## src/rtl/counter_ctrl_pkg.sv

```systemverilog
// Shared types and constants for the counter run controller.
// Optional debounce is selected with COUNTER_RUN_CONTROLLER_DEBOUNCE_EN.
package counter_ctrl_pkg;

    localparam int COUNTER_W = 8;

    typedef enum logic [1:0] {
        IDLE = 2'd0,
        RUN  = 2'd1,
        STEP = 2'd2,
        DONE = 2'd3
    } ctrl_state_t;

    // Prescaler needs at least one bit even when PRESCALE is 2.
    function automatic int presc_width(input int prescale);
        return (prescale <= 2) ? 1 : $clog2(prescale);
    endfunction

endpackage

```

## src/rtl/counter_run_controller_button_conditioner.sv

```systemverilog
// Raw button -> 2-flop synchroniser -> optional debouncer -> single-cycle rising-edge pulse.
// Debouncer present only when COUNTER_RUN_CONTROLLER_DEBOUNCE_EN is defined.
module button_conditioner #(
    parameter int DEBOUNCE_CYCLES = 3
) (
    input  logic clk,
    input  logic rst_n,
    input  logic raw,
    output logic pulse
);

    logic sync_1;
    logic sync_2;
    logic level;
    logic level_d;

    if (DEBOUNCE_CYCLES < 1) begin : g_bad_debounce
        $error("button_conditioner: DEBOUNCE_CYCLES must be at least 1");
    end

    always_ff @(posedge clk) begin
        if (!rst_n) begin
            sync_1 <= 1'b0;
            sync_2 <= 1'b0;
        end else begin
            sync_1 <= raw;
            sync_2 <= sync_1;
        end
    end

`ifdef COUNTER_RUN_CONTROLLER_DEBOUNCE_EN
    localparam int DB_W = $clog2(DEBOUNCE_CYCLES + 1);
    logic [DB_W-1:0] db_cnt;

    // Accept a new level only after DEBOUNCE_CYCLES consecutive differing samples.
    always_ff @(posedge clk) begin
        if (!rst_n) begin
            level  <= 1'b0;
            db_cnt <= '0;
        end else if (sync_2 == level) begin
            db_cnt <= '0;
        end else if (db_cnt == DB_W'(DEBOUNCE_CYCLES - 1)) begin
            level  <= sync_2;
            db_cnt <= '0;
        end else begin
            db_cnt <= db_cnt + 1'b1;
        end
    end
`else
    assign level = sync_2;
`endif

    always_ff @(posedge clk) begin
        if (!rst_n) begin
            level_d <= 1'b0;
            pulse   <= 1'b0;
        end else begin
            level_d <= level;
            pulse   <= level & ~level_d;
        end
    end

endmodule

```

## src/rtl/counter_run_controller.sv

```systemverilog
// Run/step/stop sequencer producing paced count_en pulses for an 8-bit counter.
// Define COUNTER_RUN_CONTROLLER_DEBOUNCE_EN to debounce the three buttons.
module counter_run_controller
    import counter_ctrl_pkg::*;
#(
    parameter int PRESCALE        = 4,
    parameter int DEBOUNCE_CYCLES = 3,
    parameter int LIMIT_W         = 8
) (
    input  logic               clock_signal,
    input  logic               reset_signal_n,
    input  logic               btn_start,
    input  logic               btn_stop,
    input  logic               btn_step,
    input  logic [LIMIT_W-1:0] limit_value,
    input  logic               limit_stop,
    input  logic [LIMIT_W-1:0] counter_value,
    output logic               count_en,
    output logic               running,
    output logic               done,
    output logic [1:0]         state
);

    localparam int PW = presc_width(PRESCALE);
    localparam logic [PW-1:0] PRESC_LAST = PW'(PRESCALE - 1);

    if (PRESCALE < 2 || PRESCALE > 65535 || LIMIT_W != COUNTER_W) begin : g_bad_param
        $error("counter_run_controller: illegal PRESCALE or LIMIT_W");
    end

    ctrl_state_t    cur_state;
    ctrl_state_t    nxt_state;
    logic           cen_next;
    logic           guard;
    logic [PW-1:0]  presc;
    logic           start_p;
    logic           stop_p;
    logic           step_p;
    logic           at_limit;
    logic           tick;

    button_conditioner #(.DEBOUNCE_CYCLES(DEBOUNCE_CYCLES)) u_start (
        .clk(clock_signal), .rst_n(reset_signal_n), .raw(btn_start), .pulse(start_p)
    );
    button_conditioner #(.DEBOUNCE_CYCLES(DEBOUNCE_CYCLES)) u_stop (
        .clk(clock_signal), .rst_n(reset_signal_n), .raw(btn_stop), .pulse(stop_p)
    );
    button_conditioner #(.DEBOUNCE_CYCLES(DEBOUNCE_CYCLES)) u_step (
        .clk(clock_signal), .rst_n(reset_signal_n), .raw(btn_step), .pulse(step_p)
    );

    assign at_limit = limit_stop && (counter_value == limit_value);
    assign tick     = (presc == PRESC_LAST);
    assign state    = cur_state;

    // Command priority within a cycle: stop, then start, then step.
    always_comb begin
        nxt_state = cur_state;
        cen_next  = 1'b0;
        case (cur_state)
            IDLE: begin
                if (!stop_p) begin
                    if (start_p)     nxt_state = at_limit ? DONE : RUN;
                    else if (step_p) nxt_state = STEP;
                end
            end
            RUN: begin
                if (stop_p) begin
                    nxt_state = IDLE;
                end else if (tick && !guard) begin
                    if (at_limit) nxt_state = DONE;
                    else          cen_next  = 1'b1;
                end
            end
            STEP: begin
                if (stop_p) begin
                    nxt_state = IDLE;
                end else if (at_limit) begin
                    nxt_state = DONE;
                end else begin
                    cen_next  = 1'b1;
                    nxt_state = IDLE;
                end
            end
            DONE: begin
                if (stop_p) nxt_state = IDLE;
            end
            default: nxt_state = IDLE;
        endcase
    end

    always_ff @(posedge clock_signal) begin
        if (!reset_signal_n) begin
            cur_state <= IDLE;
            count_en  <= 1'b0;
            guard     <= 1'b0;
            presc     <= '0;
            running   <= 1'b0;
            done      <= 1'b0;
        end else begin
            cur_state <= nxt_state;
            count_en  <= cen_next;
            guard     <= count_en;
            presc     <= (cur_state != RUN || tick) ? '0 : presc + 1'b1;
            running   <= (nxt_state == RUN);
            done      <= (nxt_state == DONE);
        end
    end

endmodule

```

## config.mk

```make
export PLATFORM = sky130hd
export DESIGN_NAME = counter_run_controller
export DESIGN_NICKNAME = d
export VERILOG_FILES = /design/src/rtl/counter_ctrl_pkg.sv /design/src/rtl/counter_run_controller_button_conditioner.sv /design/src/rtl/counter_run_controller.sv
export SDC_FILE = /design/constraint.sdc
export NUM_CORES = 1
export LEC_CHECK = 0
export CAP_MARGIN = 40
export CELL_PAD_IN_SITES_DETAIL_PLACEMENT = 1
export CELL_PAD_IN_SITES_GLOBAL_PLACEMENT = 2
export CORE_MARGIN = 1
export CORE_UTILIZATION = 28
export CTS_CLUSTER_SIZE = 16
export DETAILED_ROUTE_END_ITERATION = 7
export GPL_ROUTABILITY_DRIVEN = 0
export HOLD_SLACK_MARGIN = 0.12
export PLACE_DENSITY = 0.85
export SLEW_MARGIN = 30
export SYNTH_ARGS = -nofsm -noshare
export SYNTH_HDL_FRONTEND = slang
export SYNTH_SLANG_ARGS = --single-unit
export TNS_END_PERCENT = 100
```

## constraint.sdc

```tcl
create_clock -name clock_signal -period 3.4 [get_ports clock_signal]
set_input_delay 0.51 -clock clock_signal [delete_from_list [all_inputs] [get_ports clock_signal]]
set_output_delay 0.51 -clock clock_signal [all_outputs]
set_load 0.1 [all_outputs]
```

==> results.cfg <==
[synth]
postSynthCellCount = 80
netlist_area_um2 = 808.3
ys_types = 25
yosysWarnings = 0
synth-edff-count = 0
synth_nets = 107
postSynthAreaPerCell_um2 = 10.10
synth_area_leaders = dfxtp_1 (50%), xnor2_1 (8.7%), and2_1 (7.7%)
ys_seq_area_frac = 0.4954
async_reset_ff_frac = 0
ys.flop_type = dfxtp_1
synth.top_cell.area_share = 0.4954
yosys.area.top_type = dfxtp_1
ys_ff_latch = 20

[clock_tree]
clock_sinks = 20
cts_buffers = 3
cts_resized = 0
cts_tree = built
clkTransAtPathRegs_ps = 120
hold_buffers = 0
clock_path_buffers = 2
clock-root-buffer = clkbuf_4
htree_levels = 1
cts_setup_buffers = 0
clk_latency_ps = 300

[detailed_routing]
wirelength_mm = 1.797
vias = 691
avgViaCountPerCell = 4.766
firstDrtPassIters = 4
drtIter0Drc = 8
ant_nets = 0
drc = 0
wl_per_cell_um = 12.39

[grt]
grt_antenna_before_repair = 0
overflow = 0
track_usage = 0.1263
grt_pass1_vias = 737
grt_max_degree = 16
grt_pass1_wl_mm = 3.042

[sta]
tns_ps = 0
setup_viol_count_final = 0
clock.fmax_mhz = 483.0
hold_violations = 0
grt_setup_unrepaired = no
slew_headroom = 0.6675
worst_pin_slew_ps = 494.1
final_max_slew_viol_count = 0
min_period_ps = 2070
fin_skew_ps = 1.703
finalCritPeriodShare = 0.6089

[critical_path]
path_cells = clkdlybuf4s50_1 > buf_8
slowest_stage = clkdlybuf4s50_1
worstPathArrival_ps = 1560
end_kind = output port
rr_worst_depth = 7
crit_fanout = 7
startpoint_type = flip-flop
slowest_delay_ps = 570
crit_type = reg -> out
required_ps = 2890

[placed_design]
dp.final_hpwl_mm = 1.445
placed_area_mm2 = 0.001179
io_buffers = 26

[floorplanning]
die_area_mm2 = 0.003105
start_util = 0.2957
row_count = 19
fp.dieW_um = 55.73
core_region_area_mm2 = 0.002734
die_h_um = 55.73
io_pins = 27

[pwr]
p_leak_nw = 0.4805
powerDensity_mw_per_mm2 = 787.7
ir_drop_mv = 0.7592

[cells_and_area]
fin_area_mm2 = 0.001231
n_antenna_cell = 0
fin_nets = 142
syn2layout_area_growth_pct = 52.32
drive_gt1_frac = 0.08772

[job]
maxCapViolations = 0

[worst_hold_path]
min_path_type = reg -> reg
holdPathStages = 1

[status]
outcome = complete, no violations
where the power goes:
part           total, mW  switching [mW]  internal, mW  leakage, nW
sequential         0.295          0.0284         0.266        0.164
clock              0.195          0.0762         0.119       0.0279
combinational      0.480           0.295         0.185        0.289
cells in the mapped netlist, types with 2 or more instances:
cell     number
nand3_1       2
inv_1         4
dfxtp_1      20
nor2_1        3
o21ai_0       4
nand2_1       2
and2_1       10
xnor2_1       8
a21oi_1       2
nor3_1        4
ha_1          5
nor2b_1       3
layout by cell type, fill, tap and decap left out, drive strengths merged:
cell type      count
o211ai             1
xnor2              8
nor2b              3
o21ai              4
clkdlybuf4s50     26
a211oi             1
bufinv             1
nand4              1
o21a               1
a21oi              3
buf                5
and2              10
nor3               4
clkbuf             3
nor4bb             1
nor4               1
or4                1
inv                4
and3b              1
nand3              2
nor3b              1
ha                 5
dfxtp             20
and4b              1
nor2               3
nand2              2
a311oi             1
metal layers:
layer | share of wire | track usage | routed length (um) | vias to the layer above
met3 | 0.041 | 0.04884 | 73 | 4
met4 | 0.0056 | 0.02143 | 10 | 0
met2 | 0.56 | 0.2496 | 1013 | 19
met5 | 0 | 0 | 0 | -
met1 | 0.39 | 0.1235 | 699 | 328
li1 | - | - | - | 340
critical path, delay by kind of cell (launching register included):
kind / cells / cell delay, ps
buf+inv: 2 / 770
flops: 1 / 480
final timing paths:
kind,to,startpoint,slack [ps]
min reg2reg,u_start.pulse,u_start.level_d,400
min,u_start.pulse,u_start.level_d,400
max reg2reg,done,state[1],1450
max,state[1],state[1],1330
area by class of cell:
cell class,instances,area (um^2)
well taps,31,38.79
repair buffers,31,335.3
inverters,4,15.01
flip-flops and latches,20,400.4
fillers,313,1503
clock inverters,1,30.03
clock buffers,3,22.52
multi-input cells,55,389.1
kinds of logic after synthesis:
group,after synthesis,synth area share
AOI/OAI and AO/OA,11,0.08670
xor gates and xnor gates,8,0.08669
adders and majority gates,5,0.07740
buffers and inverters,5,0.02321
DFF,20,0.4954
and+or+nand+nor,31,0.2307
through the flow:
| stage | total power [mW] | instances | utilization | hold WS [ps] | setup WS, ps |
|---|---|---|---|---|---|
| after detailed placement | 0.7799 | 141 | 0.4311 | 386.6 | 1171 |
| after global routing | 1.021 | 145 | 0.4503 | 421.3 | 1267 |
| after global placement | 0.6949 | 136 | 0.4037 | 373.1 | 1255 |
| final | 0.9698 | 145 | 0.4503 | 396.9 | 1330 |
| after floorplan | 0.5944 | 80 | - | 367.4 | 1051 |
| after CTS | 0.9809 | 145 | 0.4503 | 401.3 | 1312 |
Power figures use the tool's default switching activity.
